File: src/rtl/alu_sequencer.sv
// Program-memory driven ALU sequencer: runs instructions 0..len-1 after start and
// streams each result with {N, V, C, Z} flags over a valid/ready handshake.
module alu_sequencer #(
  parameter int unsigned WIDTH = 8,
  parameter int unsigned DEPTH = 64,
  localparam int unsigned AW = $clog2(DEPTH),
  localparam int unsigned IW = 3 + 2 * WIDTH
) (
  input  logic             clk_i,
  input  logic             reset_i,
  input  logic             prog_we_i,
  input  logic [AW-1:0]    prog_addr_i,
  input  logic [IW-1:0]    prog_data_i,
  input  logic [AW:0]      prog_len_i,
  input  logic             start_i,
  output logic             busy_o,
  output logic             done_o,
  output logic             res_valid_o,
  input  logic             res_ready_i,
  output logic [WIDTH-1:0] res_data_o,
  output logic [3:0]       res_flags_o,
  output logic [AW-1:0]    res_addr_o
);

  typedef enum logic [2:0] {StIdle, StFetch, StExec, StOut, StDone} state_e;

  localparam logic [AW:0] LenMax = {1'b1, {AW{1'b0}}};
  localparam logic [AW:0] LenOne = {{AW{1'b0}}, 1'b1};

  state_e           state_q, state_d;
  logic [AW-1:0]    pc_q, pc_d;
  logic [AW:0]      len_q, len_d, len_clamped;
  logic             last_instr;
  logic [IW-1:0]    mem [DEPTH];
  logic [IW-1:0]    instr_q;
  logic [WIDTH-1:0] res_data_q, alu_res;
  logic [3:0]       res_flags_q, alu_flags;
  logic [AW-1:0]    res_addr_q;

  logic [2:0]       op;
  logic [WIDTH-1:0] opa, opb;
  logic [WIDTH:0]   sum, diff;
  logic             carry, ovf;

  assign len_clamped = (prog_len_i > LenMax) ? LenMax : prog_len_i;
  assign last_instr  = ({1'b0, pc_q} == (len_q - LenOne));

  always_ff @(posedge clk_i) begin
    if (reset_i) begin
      state_q <= StIdle;
    end else begin
      state_q <= state_d;
    end
  end

  always_comb begin
    state_d = state_q;
    pc_d    = pc_q;
    len_d   = len_q;
    unique case (state_q)
      StIdle: begin
        if (start_i) begin
          len_d   = len_clamped;
          pc_d    = '0;
          state_d = (len_clamped == '0) ? StDone : StFetch;
        end
      end
      StFetch: state_d = StExec;
      StExec:  state_d = StOut;
      StOut: begin
        if (res_ready_i) begin
          if (last_instr) begin
            state_d = StDone;
          end else begin
            pc_d    = pc_q + AW'(1);
            state_d = StFetch;
          end
        end
      end
      StDone:  state_d = StIdle;
      default: state_d = StIdle;
    endcase
  end

  always_comb begin
    busy_o      = (state_q != StIdle);
    done_o      = (state_q == StDone);
    res_valid_o = (state_q == StOut);
  end

  assign res_data_o  = res_data_q;
  assign res_flags_o = res_flags_q;
  assign res_addr_o  = res_addr_q;

  always_ff @(posedge clk_i) begin
    if (reset_i) begin
      pc_q        <= '0;
      len_q       <= '0;
      res_data_q  <= '0;
      res_flags_q <= '0;
      res_addr_q  <= '0;
    end else begin
      pc_q  <= pc_d;
      len_q <= len_d;
      if (state_q == StExec) begin
        res_data_q  <= alu_res;
        res_flags_q <= alu_flags;
        res_addr_q  <= pc_q;
      end
    end
  end

  // Program memory is deliberately outside reset so a reset mid-run keeps the program.
  always_ff @(posedge clk_i) begin
    if (prog_we_i && (state_q == StIdle)) begin
      mem[prog_addr_i] <= prog_data_i;
    end
    if (state_q == StFetch) begin
      instr_q <= mem[pc_q];
    end
  end

  always_comb begin
    op    = instr_q[IW-1 -: 3];
    opa   = instr_q[2*WIDTH-1 -: WIDTH];
    opb   = instr_q[WIDTH-1:0];
    sum   = {1'b0, opa} + {1'b0, opb};
    diff  = {1'b0, opa} - {1'b0, opb};
    carry = 1'b0;
    ovf   = 1'b0;
    unique case (op)
      3'b000: begin
        alu_res = sum[WIDTH-1:0];
        carry   = sum[WIDTH];
        ovf     = (opa[WIDTH-1] == opb[WIDTH-1]) && (sum[WIDTH-1] != opa[WIDTH-1]);
      end
      3'b001: begin
        alu_res = diff[WIDTH-1:0];
        carry   = diff[WIDTH];
        ovf     = (opa[WIDTH-1] != opb[WIDTH-1]) && (diff[WIDTH-1] != opa[WIDTH-1]);
      end
      // Shift amounts of WIDTH or more fall out of range and yield zero.
      3'b010:  alu_res = opa << opb;
      3'b011:  alu_res = opa >> opb;
      3'b100:  alu_res = opa & opb;
      3'b101:  alu_res = opa | opb;
      3'b110:  alu_res = opa ^ opb;
      default: alu_res = ~opa;
    endcase
    alu_flags = {alu_res[WIDTH-1], ovf, carry, (alu_res == '0)};
  end

endmodule

File: config.mk
export PLATFORM = sky130hd
export DESIGN_NAME = alu_sequencer
export DESIGN_NICKNAME = d
export VERILOG_FILES = /design/src/rtl/alu_sequencer.sv
export SDC_FILE = /design/constraint.sdc
export NUM_CORES = 1
export LEC_CHECK = 0
export CORE_MARGIN = 1.5
export CORE_UTILIZATION = 51
export DETAILED_ROUTE_END_ITERATION = 10
export GPL_ROUTABILITY_DRIVEN = 1
export PLACE_DENSITY = 0.78
export SLEW_MARGIN = 10
export SYNTH_ARGS = -nofsm -noshare
export SYNTH_HDL_FRONTEND = slang
export SYNTH_SLANG_ARGS = --single-unit
File: constraint.sdc
create_clock -name clk_i -period 3.3 [get_ports clk_i]
set_input_delay 0.33 -clock clk_i [delete_from_list [all_inputs] [get_ports clk_i]]
set_output_delay 0.33 -clock clk_i [all_outputs]
set_load 0.01 [all_outputs]
==> results of run 1 <==
==> worst reg2reg max path, cell delays in order, from the launching register on <==
cell and delay [ns]:
edfxtp_1 0.53, ha_1 0.25, inv_1 0.06, fa_1 0.39
nor3b_1 0.17, o31ai_1 0.41, mux2i_1 0.16, a211oi_1 0.29
o21ai_0 0.16, a2111oi_1 0.43, a32o_1 0.19
==> path summary, 6_finish.rpt <==
check | start | to | cells past startpoint
min | prog_data_i[17] | mem[21][17] | 1
max reg2reg | instr_q[0] | res_flags_o[0] | 10
max | instr_q[0] | res_flags_o[0] | 10
min reg2reg | res_addr_o[5] | res_addr_o[5] | 2
==> report_power, final <==
part           leakage [nW]  internal (mW)  total [mW]  switching (mW)
sequential             11.4           17.8        17.9           0.101
combinational          4.14          0.624        1.64            1.01
clock                  1.85           7.57        13.4            5.80
total                  17.4           26.0        32.9            6.91
==> area by class of cell <==
| cell class | count | area (um2) |
|---|---|---|
| clock buffers | 146 | 3100 |
| flip-flops and latches | 1268 | 37800 |
| well taps | 1287 | 1610 |
| diodes | 2 | 5.00 |
| multi-input cells | 843 | 12000 |
| fillers | 6672 | 40800 |
| inverters | 35 | 131 |
| repair buffers | 196 | 1970 |
| clock inverters | 75 | 658 |
==> metrics by stage <==
stage,TNS (ns),utilization (%),setup slack [ns],total power [mW],std cells
5_1_grt,0,58.4,0.0236,33.7,3850
2_1_floorplan,0,-,0.445,19.1,2278
6_report,0,58.4,0.181,32.9,3852
4_1_cts,0,58.3,0.0692,33.0,3846
3_3_place_gp,-0.203,54.5,-0.203,19.8,3625
3_5_place_dp,-0.0356,54.5,-0.0356,19.8,3625
==> synthesized netlist by cell type (8+ instances only) <==
library cell and instances:
clkbuf_1 79, buf_1 12, nor3b_1 11, nor2b_1 8
edfxtp_1 1235, dfxtp_1 33, nand2_1 53, mux2i_1 16
inv_1 33, mux4_2 407, nor2_1 103, nor3_1 15
buf_2 37, ha_1 26, xnor2_1 12, o31ai_1 8
a21oi_1 35, a211oi_1 8, o21ai_0 19, nand3_1 14
==> kinds of logic after synthesis <==
kind of cell | count (synthesis) | synth area share (%)
compound gates | 119 | 1.58
xor+xnor | 14 | 0.244
mux | 425 | 18.6
buf+inv | 167 | 1.39
simple gates | 257 | 2.47
fa+ha+maj | 28 | 0.726
flops | 1268 | 75.0
==> cell usage in the layout, fill, tap and decap left out, drive strengths merged, types with 8 or more instances in the layout <==
cell type / count
a211oi: 8
a21oi: 35
buf: 158
bufinv: 12
clkbuf: 146
clkdlybuf4s50: 38
clkinv: 61
dfxtp: 33
edfxtp: 1235
ha: 26
inv: 36
mux2i: 16
mux4: 407
nand2: 53
nand3: 14
nor2: 103
nor2b: 8
nor3: 15
nor3b: 12
o21ai: 19
o31ai: 8
xnor2: 12
==> routing by layer <==
layer | part of all wire [%] | vias to the layer above
met5 | 0.046 | -
met4 | 3.8 | 8
met3 | 10 | 298
met2 | 50 | 1582
met1 | 35 | 13200
li1 | - | 9992
==> sequential cells by signal (all words and copies together), names as in the netlist <==
| signal | count |
|---|---|
| res_addr_o | 6 |
| instr_q | 19 |
| len_q | 7 |
| mem | 1216 |
| state_q | 3 |
| res_data_o | 8 |
| res_flags_o | 3 |
| pc_q | 6 |
==> timing repair <==
item                       CTS  global route
hold buffers                 0             0
pin swaps                    0             1
buffers inserted             0             1
setup endpoints to repair    1             1
gates resized for setup      1             1
cloned                       0             0
==> flow_summary.yaml, run 1 <==
clock_network:
  numCtsBuffers: 119
  clk_latency_ns: 0.70
  cts_root_buf: "clkbuf_16"
  cts.path.max_buffers: 3
  cts.sinks: 1268
  path_clk_slew_ns: 0.06
  cts_tree: "done"
  htreeDepth: 3
detailed_routing:
  drc: 0
  ant_nets: 0
  dr_total_vias: 25000
  avgViaCountPerCell: 6.50
  wl_um: 127000
  first_iter_violations: 3592
  drtPass1Iterations: 5
  wire_per_inst_um: 33.1
timing:
  period_share_pct: 94.5
  period_needed_ns: 3.12
  rsz0062_at_grt: "false"
  worst_pin_slew_ns: 1.32
  maxSlewHeadroom_pct: 12.3
  max_freq_ghz: 0.321
  skew_ns: 0.0264
  setup_violations: 0
  drv_slew: 0
  holdWs_ns: 0.0787
  hold_viol_final: 0
power_and_ir_drop:
  p_per_area_nw_per_um2: 574
  peakVddDrop_v: 0.000507
  p_leak_nw: 17.4
place:
  hpwl_um: 69000
  place_congestion: 0.902
  portBuffers: 57
  dpl_cell_area_um2: 53500
worst_setup_path:
  end_kind: "flop"
  slowest_delay_ns: 0.53
  slowest_stage: "edfxtp_1"
  start_kind: "flop"
  ff2ff_setup_slack_ns: 0.18
  cp.arrival_ns: 3.74
  path_delay_family: "compound AO/OA/AOI/OAI gates"
  crit_buf_inv: 1
  required_ns: 3.92
  path_cells: "ha_1, inv_1, fa_1, nor3b_1, o31ai_1, mux2i_1, a211oi_1, o21ai_0, a2111oi_1, a32o_1"
  critPathKind: "flop to flop"
  path_max_fanout: 5
layout:
  area_delta_synth_final_pct: 13.8
  drive_above_1_share_pct: 31.5
  num-nets-final: 2528
  fin_area_um2: 57300
yosys:
  syn_area_per_cell_um2: 22.1
  ys.flop_type: "edfxtp_1"
  ys_top_cells_by_area: "edfxtp_1 74%, mux4_2 18%, dfxtp_1 1.3%, nor2_1 0.77%, ha_1 0.65%"
  syn_inst: 2278
  yosys.area.top_type: "edfxtp_1"
  ys_types: 64
  async_reset_ff_share_pct: 0
  syn_nets: 2343
  synth_top_area_share_pct: 73.7
  ys_seq_area_share_pct: 75.0
  synth_area_um2: 50300
  yosys_warnings: 0
  ys_seq_elements: 1268
  synth_edf_count: 1235
worst_hold_path:
  hold_path.class: "input port to flop"
global_route:
  use_met3_pct: 5.58
  use_met2_pct: 42.7
  grt_pass1_wl_um: 181000
  busiest_layer: "met2"
  grtUsageMet1_pct: 33.3
  grt_pass1_vias: 25600
  overflow: 0
  grt_usage_pct: 25.7
  grt_max_degree: 67
  antenna_found_initial: 5
flow_run:
  maxCapViolCount: 0
die:
  coreArea_um2: 98100
  dieArea_um2: 101000
  start_util_pct: 51.3
  std_cell_rows: 115
  die_y_um: 317
  io_pins: 58
  dieWidth_um: 317
status:
  outcome: "finished clean"
No activity file was read; power rests on OpenSTA's default activity.
==> inputs of run 2 (changes only) <==
--- a/config.mk
+++ b/config.mk
@@ -10,6 +10,7 @@
 export DETAILED_ROUTE_END_ITERATION = 10
 export GPL_ROUTABILITY_DRIVEN = 1
 export PLACE_DENSITY = 0.78
+export SKIP_LAST_GASP = 1
 export SLEW_MARGIN = 10
 export SYNTH_ARGS = -nofsm -noshare
 export SYNTH_HDL_FRONTEND = slang
==> constraint.sdc (replaced) <==
create_clock -name clk_i -period 3.2 [get_ports clk_i]
set_input_delay 0.32 -clock clk_i [delete_from_list [all_inputs] [get_ports clk_i]]
set_output_delay 0.32 -clock clk_i [all_outputs]
set_load 0.01 [all_outputs]
==> run 2 against run 1 <==
  * Cell count up 0.29%
  * Clock skew down 0.0042 ns
  * Critical endpoint is now instr_q[13]
  * Routed wire length up 2.0%
  * Power up 4.4%
  * Largest cell class unchanged
  * Core utilization up 0.35 points
  * Sequential share of layout area down 0.40 points
  * Non-clock buffer count up 10
  * Clock power up 6%
==> flow_summary.yaml, run 2 (synthesized netlist as in run 1, its figures left out) <==
worst_setup_path:
  crit_path_end: "instr_q[13]"
  cp.arrival_ns: 3.47
  cp_common_cell: "mux4_2"
  required_ns: 3.63
  start_kind: "flop"
  path_depth: 5
  slowest_delay_ns: 0.63
  regToRegStartpoint: "pc_q[0]"
  path_max_fanout: 22
  ff2ff_setup_slack_ns: 0.16
  path_delay_family: "multiplexers"
  crit_buf_inv: 2
  slowest_stage: "mux4_2"
  end_kind: "flop"
  worstSetupStartpoint: "pc_q[0]"
  r2r_cells: 5
  critPathKind: "flop to flop"
  r2r_end: "instr_q[13]"
  path_cells: "buf_12, buf_4, mux4_2, mux4_2, mux4_2"
timing:
  worst_pin_slew_ns: 1.25
  hold_viol_final: 0
  maxSlewHeadroom_pct: 16.6
  max_freq_ghz: 0.329
  skew_ns: 0.0222
  rsz0062_at_grt: "false"
  setup_violations: 0
  holdWs_ns: 0.187
  period_needed_ns: 3.04
  period_share_pct: 95.0
  drv_slew: 0
detailed_routing:
  first_iter_violations: 3517
  ant_nets: 0
  wl_um: 130000
  dr_total_vias: 25300
  wire_per_inst_um: 33.7
  drc: 0
  avgViaCountPerCell: 6.56
  drtPass1Iterations: 6
layout:
  final_cell_mix: "1235 x edfxtp_1, 407 x mux4_2, 117 x clkbuf_16, 108 x buf_4, 64 x nor2_2"
  num-nets-final: 2536
  area_delta_synth_final_pct: 14.5
  fin_cells: 3863
  fin_util_pct: 58.7
  final_common_cell: "edfxtp_1"
  drive_above_1_share_pct: 32.0
  largest_reg_flops: 1216
  largest-register: "mem"
  fill_cells: 6575
global_route:
  antenna_found_initial: 9
  grt_pass1_vias: 26100
  grt_max_degree: 77
  overflow: 0
  grt_usage_pct: 26.3
  grt_pass1_wl_um: 187000
die:
  coreArea_um2: 98100
  io_pins: 58
  start_util_pct: 51.3
  die_y_um: 317
  dieWidth_um: 317
  std_cell_rows: 115
  dieArea_um2: 101000
clock_network:
  htreeDepth: 3
  path_clk_slew_ns: 0.06
  cts_tree: "done"
  cts.path.max_buffers: 3
  cts.sinks: 1268
  cts_root_buf: "clkbuf_16"
  clk_latency_ns: 0.70
  numCtsBuffers: 117
  postCtsHoldBufs: 0
worst_hold_path:
  min_path_cells: 1
  hold_path.class: "input port to flop"
place:
  placedCellCount: 3633
  place_congestion: 0.867
  hpwl_um: 69400
  portBuffers: 57
power_and_ir_drop:
  p_switching_mw: 7.21
  p_leak_nw: 17.5
  switching_share_pct: 21.0
  seqPwrFrac_pct: 53.7
  p_per_area_nw_per_um2: 595
  p_int_mw: 27.1
  clkPwrFrac_pct: 41.3
  peakVddDrop_v: 0.000458
  combPwrFrac_pct: 5.1
status:
  outcome: "finished clean"
flow_run:
  maxCapViolCount: 0
## run 2: what timing repair did
item,in CTS,in global routing
setup buffers,0,3
gates resized for setup,0,2
setup endpoints to repair,0,1
## run 2: worst register-to-register path, delay by kind of cell, from the launching register on
kind	cells	cell delay (ns)
muxes	3	1.72
buffers and inverters	2	0.55
DFF	1	0.52
## run 2: worst min path at each step
| stage | startpoint | end |
|---|---|---|
| 6_report | prog_data_i[11] | mem[33][11] |
| 5_1_grt | prog_data_i[11] | mem[32][11] |
| 4_1_cts | res_ready_i | state_q[1] |
| 3_5_place_dp | res_addr_o[3] | res_addr_o[3] |
| 3_3_place_gp | res_addr_o[1] | res_addr_o[1] |
| 2_1_floorplan | prog_data_i[0] | mem[0][0] |
## run 2: routing by layer
layer / GRT usage [%] / up-vias / share of wire, %
li1: - / 10000 / -
met1: 34.4 / 13400 / 35
met2: 43.4 / 1613 / 50
met3: 5.54 / 326 / 10
met4: 11.2 / 16 / 4.6
met5: 0 / - / 0.093
## run 2: layout make-up
| type | count | area (um2) | share of cell area (%) |
|---|---|---|---|
| Multi-Input combinational cell | 843 | 12000 | 20.9 |
| Timing Repair Buffer | 206 | 2180 | 3.79 |
| Sequential cell | 1268 | 37800 | 65.5 |
| Tap cell | 1287 | 1610 | 2.79 |
| Antenna cell | 5 | 12.5 | 0.0217 |
| Inverter | 35 | 131 | 0.228 |
| Clock buffer | 144 | 3030 | 5.26 |
| Clock inverter | 75 | 863 | 1.50 |
## run 2: power by group through the flow
stage          clock network, mW  logic (mW)  registers (mW)
4_1_cts                     14.3        1.71            18.4
3_5_place_dp                   0        1.68            18.8
5_1_grt                     14.9        1.87            18.4
2_1_floorplan                  0       0.936            18.7
3_3_place_gp                   0        1.63            18.8
6_report                    14.2        1.74            18.4
## run 2: per-stage QoR
step	cell area (um2)	worst slack (ns)	total power, mW	setup TNS [ns]
3_5_place_dp	53600	0.112	20.5	0
4_1_cts	57500	0.0873	34.4	0
6_report	57600	0.161	34.3	0
5_1_grt	57600	0.000647	35.2	0
3_3_place_gp	53600	-0.0107	20.4	-0.0107
2_1_floorplan	50300	0.345	19.7	0
